### src/rtl/systolic_feeder.sv
// Front end of the 4x4 weight-stationary systolic array. It loads one weight matrix
// column by column, then feeds pixel vectors into the array in diagonal skew and flushes with zeros.
module systolic_feeder #(
    parameter int BIT_WIDTH    = 16,
    parameter int DEPTH        = 4,
    parameter int PIX_WIDTH    = 8,
    parameter int DRAIN_CYCLES = 7
) (
    input  logic                           clk,
    input  logic                           rst_n,
    input  logic                           start,
    input  logic [BIT_WIDTH*DEPTH-1:0]     wt_in,
    input  logic                           wt_valid,
    output logic                           wt_ready,
    input  logic [PIX_WIDTH*DEPTH-1:0]     pix_in,
    input  logic                           pix_valid,
    input  logic                           pix_last,
    output logic                           pix_ready,
    output logic                           control,
    output logic [BIT_WIDTH*DEPTH-1:0]     wt_arr,
    output logic [BIT_WIDTH*DEPTH-1:0]     data_arr,
    output logic                           busy,
    output logic                           done,
    output logic [1:0]                     dbg_state
);

    // Handshake: a word transfers on a rising edge where valid && ready are both high.
    // Ready depends only on state, and valid is ignored while the matching ready is low.
    typedef enum logic [1:0] {
        S_IDLE   = 2'd0,
        S_LOAD_W = 2'd1,
        S_STREAM = 2'd2,
        S_DRAIN  = 2'd3
    } state_t;

    localparam int WCW = $clog2(DEPTH + 1);
    localparam int DCW = $clog2(DRAIN_CYCLES + 1);

    state_t                       r_state;
    logic [WCW-1:0]               r_wt_cnt;
    logic [DCW-1:0]               r_drain_cnt;
    logic                         r_control;
    logic [BIT_WIDTH*DEPTH-1:0]   r_wt_arr;
    logic                         r_done;

    logic                         w_wt_acc;
    logic                         w_pix_acc;

    assign w_wt_acc  = (r_state == S_LOAD_W) && wt_valid;
    assign w_pix_acc = (r_state == S_STREAM) && pix_valid;

    assign wt_ready  = (r_state == S_LOAD_W);
    assign pix_ready = (r_state == S_STREAM);
    assign busy      = (r_state != S_IDLE);
    assign control   = r_control;
    assign wt_arr    = r_wt_arr;
    assign done      = r_done;
    assign dbg_state = r_state;

    always_ff @(posedge clk or negedge rst_n) begin
        if (!rst_n) begin
            r_state     <= S_IDLE;
            r_wt_cnt    <= '0;
            r_drain_cnt <= '0;
            r_control   <= 1'b0;
            r_wt_arr    <= '0;
            r_done      <= 1'b0;
        end else begin
            r_done    <= 1'b0;
            r_control <= 1'b0;
            case (r_state)
                S_IDLE: begin
                    if (start) begin
                        r_state  <= S_LOAD_W;
                        r_wt_cnt <= '0;
                    end
                end
                S_LOAD_W: begin
                    // The array shifts weights only on cycles where control is high.
                    if (w_wt_acc) begin
                        r_wt_arr  <= wt_in;
                        r_control <= 1'b1;
                        if (r_wt_cnt == WCW'(DEPTH - 1)) begin
                            r_state  <= S_STREAM;
                            r_wt_cnt <= '0;
                        end else begin
                            r_wt_cnt <= r_wt_cnt + 1'b1;
                        end
                    end
                end
                S_STREAM: begin
                    if (w_pix_acc && pix_last) begin
                        r_state     <= S_DRAIN;
                        r_drain_cnt <= '0;
                    end
                end
                S_DRAIN: begin
                    if (r_drain_cnt == DCW'(DRAIN_CYCLES - 1)) begin
                        r_state     <= S_IDLE;
                        r_done      <= 1'b1;
                        r_wt_arr    <= '0;
                        r_drain_cnt <= '0;
                    end else begin
                        r_drain_cnt <= r_drain_cnt + 1'b1;
                    end
                end
                default: r_state <= S_IDLE;
            endcase
        end
    end

    // Lane i is delayed by i+1 registers. Bubbles and drain cycles feed zeros into the lane.
    for (genvar gi = 0; gi < DEPTH; gi++) begin : g_lane
        logic [BIT_WIDTH-1:0] w_lane_in;
        logic [BIT_WIDTH-1:0] r_stage [gi+1];

        assign w_lane_in = w_pix_acc
            ? {{(BIT_WIDTH-PIX_WIDTH){1'b0}}, pix_in[gi*PIX_WIDTH +: PIX_WIDTH]}
            : '0;

        always_ff @(posedge clk or negedge rst_n) begin
            if (!rst_n) begin
                for (int j = 0; j <= gi; j++) begin
                    r_stage[j] <= '0;
                end
            end else begin
                r_stage[0] <= w_lane_in;
                for (int j = 1; j <= gi; j++) begin
                    r_stage[j] <= r_stage[j-1];
                end
            end
        end

        assign data_arr[gi*BIT_WIDTH +: BIT_WIDTH] = r_stage[gi];
    end

endmodule

### config.mk
export PLATFORM = sky130hd
export DESIGN_NAME = systolic_feeder
export DESIGN_NICKNAME = d
export VERILOG_FILES = /design/src/rtl/systolic_feeder.sv
export SDC_FILE = /design/constraint.sdc
export NUM_CORES = 1
export LEC_CHECK = 0
export ABC_AREA = 1
export CORE_MARGIN = 10
export CORE_UTILIZATION = 40
export DETAILED_ROUTE_END_ITERATION = 8
export GPL_TIMING_DRIVEN = 0
export MAX_ROUTING_LAYER = met4
export PLACE_DENSITY_LB_ADDON = 0.12
export SLEW_MARGIN = 20
export SYNTH_ARGS = -nofsm -noshare
export SYNTH_HDL_FRONTEND = slang
export SYNTH_SLANG_ARGS = --single-unit
export TNS_END_PERCENT = 50
### constraint.sdc
create_clock -name clk -period 1.6 [get_ports clk]
set_clock_uncertainty 0.15 [all_clocks]
set_input_delay 0.4 -clock clk [delete_from_list [all_inputs] [get_ports clk]]
set_output_delay 0.4 -clock clk [all_outputs]
set_load 0.005 [all_outputs]
==> impl_results.md, run 1 <==
* Required time of the critical path at roughly 1800 ps
* Wire length on met2 at 8570 um
* Port buffer count at between 200 and 250
* Type of origin of the critical path: register
* XOR/XNOR Fraction of Synth Area at 0%
* CTS H-Tree Depth at 4
* Via count at about 4500
* Mean routed wirelength per cell at 15.6 um
* CTS root buffer: clkbuf_16
* # fillers at 1227
* Core ar. at 15000 um^2
* Post-route worst setup slack at -249 ps
* Metal3 WL at between 1000 and 1500 um
* Min cycle time layout at 1850 ps
* Top-count cell post-synth: dfrtp_1
* Initial core utilization at 40.5%
* Synthesized area at 6080 um^2
* First-pass GRT wire length at approximately 24000 um
* Top post-synthesis cells by area: dfrtp_1, nand2_1, o21ai_2
* PD cells at 1790 nW/um^2
* Register area share after synthesis at between 60% and 70%
* RSZ-0062 raised after global routing: true
* Total Routing Usage GR at 15.2%
* Synth async-reset ratio at 100%
* Vias per Instance at 4.37
* Pin count of the biggest net entering global routing at 94
* Total CTS buffers at 17
* Largest family of logic cells by synthesized area: buffers and inverters
* Complex-gate fraction of the synthesized area at 9.81%
* Max Cap Violations at 0
* Final Hold Viols at 0
* Post-DP HPWL at between 10000 and 15000 um
* Share of layout cells above drive strength 1 at between 40% and 50%
* Worst-case vdd ir drop at around 0.8 mV
* DR iter-0 viols at around 160
* Critical Path AT at ~2000 ps
* Met1 Wirelength at 6340 um
* Unique masters post-synth at 20
* Number of global-route vias before repair at 4651
* Status: finished, violations left
* Antenna diodes at 0
* Clk buf depth at 2
* Area added between synthesis and finish at 57.8%
* EDFF count, synth at 0
* Worst-path cell chain: buf_6, ha_4, buf_6, o21ai_4, nand2_4, clkbuf_16, clkbuf_16, nand2_1, o21ai_2
* Final Cycle Share at 116%
* DIE AREA at between 20000 and 25000 um^2
* Simple-Gate Fraction of Synth Area at between 10% and 20%
* Largest area contributor in the netlist: dfrtp_1
* TNS Setup at -14150 ps
* F_max at about 540 MHz
* Delay-heaviest family, CP: buffers and inverters
* Crit path max fanout at 6
* Die span in x at about 140 um
* CTS tree: built
* Die Height at between 100 and 150 um
* CTS clock-pin slew for the worst setup and hold paths at 60 ps
* Final net count at about 950
* Syn Area/Cell at 10.9 um^2
* Worst min path class: reg -> reg
* Post-route ant nets at 0
* Std-Cell Rows at 45
* Post-Layout Cell Count at 1038
* Post-Synthesis Cells at around 560
* Clock Latency Late Sink at 420 ps
* Initial antenna violation count at 0
* GRT overflow at 0
* DRC at 0
* Post-Synth Adder-Cell Area at approximately 1.2%
* Top-area cell type share of the netlist area at 63.3%
* Setup CP Type: reg -> reg
* Syn. warnings at 0
* Critical Path Slowest Stage Cell: dfrtp_2
* Ports at 237
* # setup viols final at between 70 and 80
* Drt pass-1 iters at 4
* Placed insts at roughly 980
* Worst setup EP type: register
* Worst Path Buf+Inv at 4
* Uppermost layer routed: met4
* # clock sinks at approximately 150
* Critical Path Max Stage Delay at between 400 and 500 ps
* Violations in the final reports: negative setup slack
* Synth top cells by count: dfrtp_1, nand2_1, o21ai_2
* Post-synthesis mux area share at less than 1%
* Placer Congestion at roughly 0.80
* Top FF cell, synth: dfrtp_1
* Detailed Route WL at 16200 um
* Slew Limit Fails at 0
* Synth Register Bits at 154
* Pleak at 5.08 nW
-- power by group --
part           internal [mW]  switching (mW)  total, mW
Clock                   2.49            1.54       4.03
Combinational           3.99            3.60       7.60
Sequential              4.98           0.572       5.55
Total                   11.5            5.72       17.2
-- cell type report --
type                    instances  area, um^2  area share, %
repair buffers                234        2190           22.8
multi-input cells             308        1820           19.0
plain buffers                  77         731           7.61
inverters                      46         180           1.88
well taps                     188         235           2.45
clock inverters                10         145           1.51
flip-flops and latches        154        3850           40.1
clock buffers                  21         450           4.69
-- cell families after synthesis --
| family | after synthesis |
|---|---|
| other cells | 1 |
| mux | 1 |
| compound gates | 73 |
| buf+inv | 126 |
| simple gates | 196 |
| flops | 154 |
| fa+ha+maj | 6 |
-- through the flow --
step                instance area, um^2  setup slack (ps)  total power, mW  util [%]  hold slack [ps]
floorplan                          6220              7.09             8.73         -            -45.6
global placement                   8500             -6560             11.5      56.5              181
detailed placement                 8530              -291             11.7      56.8              185
CTS                                9170              -255             15.7      61.0              195
global route                       9600              -300             18.2      63.9              199
finish                             9600              -249             17.2      63.9              190
-- sequential cells by signal, summed over array words and instances (netlist names) --
name / flops
control: 1
g_lane.r_stage: 56
wt_arr: 64
dbg_state: 2
r_drain_cnt: 3
data_arr: 24
done: 1
r_wt_cnt: 3
-- worst reg2reg max path: stages, from the launching register on --
cell       delay, ps
dfrtp_2          430
buf_6            140
ha_4             160
buf_6            130
o21ai_4          140
nand2_4          110
clkbuf_16        200
clkbuf_16        160
nand2_1           70
o21ai_2           50
-- what timing repair did --
action | 4_1_cts | 5_1_grt
endpoints found under the setup margin | 199 | 215
gates cloned | 0 | 11
setup buffers | 11 | 6
hold endpoints to repair | 61 | 0
hold buffers | 1 | 0
pin swaps | 3 | 8
gates resized for setup | 306 | 160
-- metal layers --
layer  up-vias  GRT usage, %
li1       2190             -
met1      2180          16.6
met2       149          25.4
met3        16          4.55
met4         0          6.82
met5         -             -
-- cell usage in the layout (no fill, tap or decap), types with 7 or more instances in the layout --
cell               n
nand2_1           96
buf_4             65
buf_12            10
nor2_1            34
conb_1            32
buf_2             34
buf_6             21
clkdlybuf4s50_1  100
nand3_1            7
dfrtp_1          153
clkbuf_2          36
nand2_4            8
nand2_2           45
clkdlybuf4s15_1   26
clkbuf_16         27
o21ai_2           63
inv_1             42
-- path summary, 6_finish.rpt --
path                                                       from                              end  slack (ps)  cells after the start
worst max-delay path                   dbg_state[0]$_DFFE_PN0P_           wt_arr[27]$_DFFE_PN0P_        -250                      9
worst min-delay path            g_lane[3].r_stage[34]$_DFF_PN0_  g_lane[3].r_stage[18]$_DFF_PN0_         190                      0
worst max register to register         dbg_state[0]$_DFFE_PN0P_           wt_arr[27]$_DFFE_PN0P_        -250                      9
worst min register to register  g_lane[3].r_stage[34]$_DFF_PN0_  g_lane[3].r_stage[18]$_DFF_PN0_         190                      0
max in group asynchronous                                 rst_n           wt_arr[24]$_DFFE_PN0P_         230                      3
min in group asynchronous                                 rst_n   g_lane[0].r_stage[3]$_DFF_PN0_         320                      2
No activity file was read; power rests on OpenSTA's default activity.
==> run 2: changes to the inputs <==
--- a/config.mk
+++ b/config.mk
@@ -5,9 +5,9 @@
 export SDC_FILE = /design/constraint.sdc
 export NUM_CORES = 1
 export LEC_CHECK = 0
-export ABC_AREA = 1
+export ABC_AREA = 0
 export CORE_MARGIN = 10
-export CORE_UTILIZATION = 40
+export CORE_UTILIZATION = 39
 export DETAILED_ROUTE_END_ITERATION = 8
 export GPL_TIMING_DRIVEN = 0
 export MAX_ROUTING_LAYER = met4
==> run 2 against run 1 <==
Against the previous run:
- the run still ends with negative setup slack left
- design area is 2.1% lower
- synthesized cell count is 8.1% lower
- global-route usage rose by 1.4 points
- hold slack improved by 2.2 ps
- sequential share of layout area is 0.87 points higher
- utilization up 0.065 points
- first-iteration DRC count shrank 13%
- setup slack worse by 130 ps
- critical path depth rose by 2
- sequential power up 3%
- maximum frequency down 6.4%
- largest cell class unchanged
- largest power group unchanged
- highest routed layer unchanged
==> impl_results.md, run 2 <==
* Status: finished, violations left
* Violations in the final reports: negative setup slack
* Critical Path Max Stage Delay at 410 ps (-20 ps)
* DR iter-0 viols at 138 (-13%)
* Delay-heaviest family, CP: buffers and inverters
* RSZ-0062 raised after global routing: true
* Setup CP Type: reg -> reg
* Top FF cell, synth: dfrtp_1
* Syn Area/Cell at 11.6 um^2 (+5.8%)
* Mean routed wirelength per cell at 17.0 um (+8.8%)
* Final Hold Viols at 0 (unchanged)
* CTS H-Tree Depth at 4 (unchanged)
* EDFF count, synth at 0 (unchanged)
* Synth Register Bits at 154 (unchanged)
* Worst min path class: reg -> reg
* Ports at 237 (unchanged)
* Finished Cell Area at 9400 um^2 (-2.1%)
* DRC at 0 (unchanged)
* DP Area at 8370 um^2 (-2.0%)
* Commonest non-fill, non-tap cell in the layout: dfrtp_1
* Min-delay src: g_lane[2].r_stage[34]$_DFF_PN0_
* Crit path max fanout at 6 (unchanged)
* Placed insts at 932 (-5.0%)
* Reg2reg path depth at 11 (+2)
* Register area share after synthesis at 65.1% (+1.8 points)
* CTS root buffer: clkbuf_16
* GRT overflow at 0 (unchanged)
* Post-route worst setup slack at -376 ps (-126 ps)
* Worst Path Buf+Inv at 6 (+2)
* Synth async-reset ratio at 100% (unchanged)
* R2r startpoint: dbg_state[1]$_DFFE_PN0P_
* Met1 Usage GRT at 18.2% (+1.6 points)
* F_max at 506 MHz (-6.4%)
* Type of origin of the critical path: register
* PD cells at 1850 nW/um^2 (+3.6%)
* Slew Limit Fails at 0 (unchanged)
* Worst Hold End: g_lane[2].r_stage[18]$_DFF_PN0_
* Via count at 4400 (-3.0%)
* Post-Layout Cell Count at 986 (-5.0%)
* # setup viols final at 77 (+5.5%)
* Initial antenna violation count at 1 (+1)
* Drt pass-1 iters at 4 (unchanged)
* Share of layout cells above drive strength 1 at 38.3% (-2.0 points)
* Post-Synthesis Cells at 512 (-8.1%)
* Detailed Route WL at 16800 um (+3.4%)
* Hold_ws at 192 ps (+2.19 ps)
* GR peak layer: met2
* Hold Path Cell Cnt at 0 (unchanged)
* Clock Latency Late Sink at 420 ps (about the same)
* RR Endpoint: wt_arr[32]$_DFFE_PN0P_
* GR Util met2 at 27.6% (+2.2 points)
* DIE AREA at 20500 um^2 (-0.22%)
* Total Routing Usage GR at 16.6% (+1.4 points)
* Worst-path cell chain: inv_2, buf_6, ha_4, buf_6, mux2i_1, a21o_1, buf_6, buf_6, buf_12, nand2_2, o21ai_2
* Syn. warnings at 0 (unchanged)
* Final Cycle Share at 123% (+7.9 points)
* Top-area cell type share of the netlist area at 65.1% (+1.8 points)
* Most used cell, CP: buf_6
* First-pass GRT wire length at 25200 um (+7.0%)
* Die span in x at 143 um (-0.11%)
* Final net count at 897 (-5.2%)
* Worst-case vdd ir drop at 0.940 mV (+18%)
* # clock sinks at 154 (unchanged)
* Area added between synthesis and finish at 58.9%
* Synthesized area at 5920 um^2 (-2.8%)
* Unique masters post-synth at 26 (+30%)
* Vias per Instance at 4.46 (+2.1%)
* TNS Setup at -22070 ps (-7930 ps)
* Top-count cell post-synth: dfrtp_1
* Synth top cells by count: dfrtp_1, nand2_1, nand2b_1
* Critical Path AT at 2130 ps (+120 ps)
* Top post-synthesis cells by area: dfrtp_1, buf_4, nand2b_1
* Max reg flops at 64 (unchanged)
* Pin count of the biggest net entering global routing at 97 (+3.2%)
* Post-DP HPWL at 12100 um (+6.3%)
* Total CTS buffers at 17 (unchanged)
* Placer Congestion at 0.769 (-4.1%)
* Clk buf depth at 2 (unchanged)
* Port buffer count at 204 (unchanged)
* Met3 usage at 6.14% (+1.6 points)
* CTS clock-pin slew for the worst setup and hold paths at 60 ps (about the same)
* Required time of the critical path at 1750 ps (about the same)
* Pleak at 4.85 nW (-4.5%)
* Register-to-register setup slack at -380 ps (-130 ps)
* Initial core utilization at 40.3% (-0.22 points)
* End-of-flow core utilization at 64.0% (+0.065 points)
* Core ar. at 14700 um^2 (-2.2%)
* Post-route ant nets at 0 (unchanged)
* Min cycle time layout at 1980 ps (+126 ps)
* Critical Path Slowest Stage Cell: dfrtp_1
* Commonest non-fill, non-tap cells in the layout: dfrtp_1, clkdlybuf4s50_1, nand2b_1
* Worst setup EP type: register
* Number of global-route vias before repair at 4705 (+1.2%)
* Largest area contributor in the netlist: dfrtp_1
* Max Cap Violations at 0 (unchanged)
* Std-Cell Rows at 44 (-2.2%)
* CTS tree: built
* Die Height at 143 um (-0.11%)
-- run 2: cell type report --
cell class	instances	area (um^2)
buffer	82	708
inverter	5	18.8
clock inverter	13	155
fill	1200	5300
tap	184	230
multi-input combinational	299	1960
antenna	1	2.50
timing repair buffer	230	2030
sequential	154	3850
clock buffer	18	439
-- run 2: worst max-delay path by stage --
| stage | startpoint | end | slack, ps | cells after the start |
|---|---|---|---|---|
| after floorplan | dbg_state[1]$_DFFE_PN0P_ | wt_arr[43]$_DFFE_PN0P_ | -180 | 10 |
| after global placement | rst_n | dbg_state[0]$_DFFE_PN0P_ | -6510 | 1 |
| after detailed placement | pix_valid | dbg_state[1]$_DFFE_PN0P_ | -570 | 5 |
| after CTS | dbg_state[1]$_DFFE_PN0P_ | wt_arr[29]$_DFFE_PN0P_ | -350 | 11 |
| after global routing | dbg_state[1]$_DFFE_PN0P_ | wt_arr[60]$_DFFE_PN0P_ | -440 | 11 |
| final | dbg_state[1]$_DFFE_PN0P_ | wt_arr[32]$_DFFE_PN0P_ | -380 | 11 |
-- run 2: where the power goes --
| group | switching [mW] | total, mW | internal [mW] |
|---|---|---|---|
| sequential | 0.671 | 5.69 | 5.02 |
| combinational | 3.57 | 7.71 | 4.14 |
| clock | 1.65 | 4.02 | 2.37 |
| total | 5.89 | 17.4 | 11.5 |
-- run 2: routing by layer --
layer  routed length, um  share of wire, %
met1                6490                39
met2                8720                52
met3                1310               7.8
met4                 238               1.4
met5                   0                 0
-- run 2: kinds of logic (layout without fill, tap and decap cells) --
family	count (synthesis)	after routing	synth area share, %
AND/OR/NAND/NOR	180	180	16.0
AO/OA/AOI/OAI	76	76	6.60
multiplexers	5	5	0.888
other	1	33	0.0634
buffers and inverters	90	348	10.0
adder cells (fa/ha/maj)	6	6	1.27
flip-flops	154	154	65.1
-- run 2: what timing repair did --
item / 4_1_cts / 5_1_grt
pin swaps: 31 / 11
setup endpoints to repair: 191 / 152
buffers inserted: 14 / 2
cloned: 7 / 2
hold buffers: 1 / 0
gates resized for setup: 438 / 116
hold endpoints to repair: 58 / 0
-- run 2: per-stage QoR --
stage	setup slack [ps]	total power [mW]
after floorplan	-175	8.38
after global placement	-6510	11.4
after detailed placement	-569	11.6
after CTS	-349	16.9
after global routing	-442	18.5
final	-376	17.4
-- run 2: worst register-to-register path, stage by stage (launching register included) --
cell and delay [ps]:
dfrtp_1 410, inv_2 60, buf_6 120, ha_4 150, buf_6 110, mux2i_1 100
a21o_1 210, buf_6 160, buf_6 140, buf_12 140, nand2_2 60, o21ai_2 50
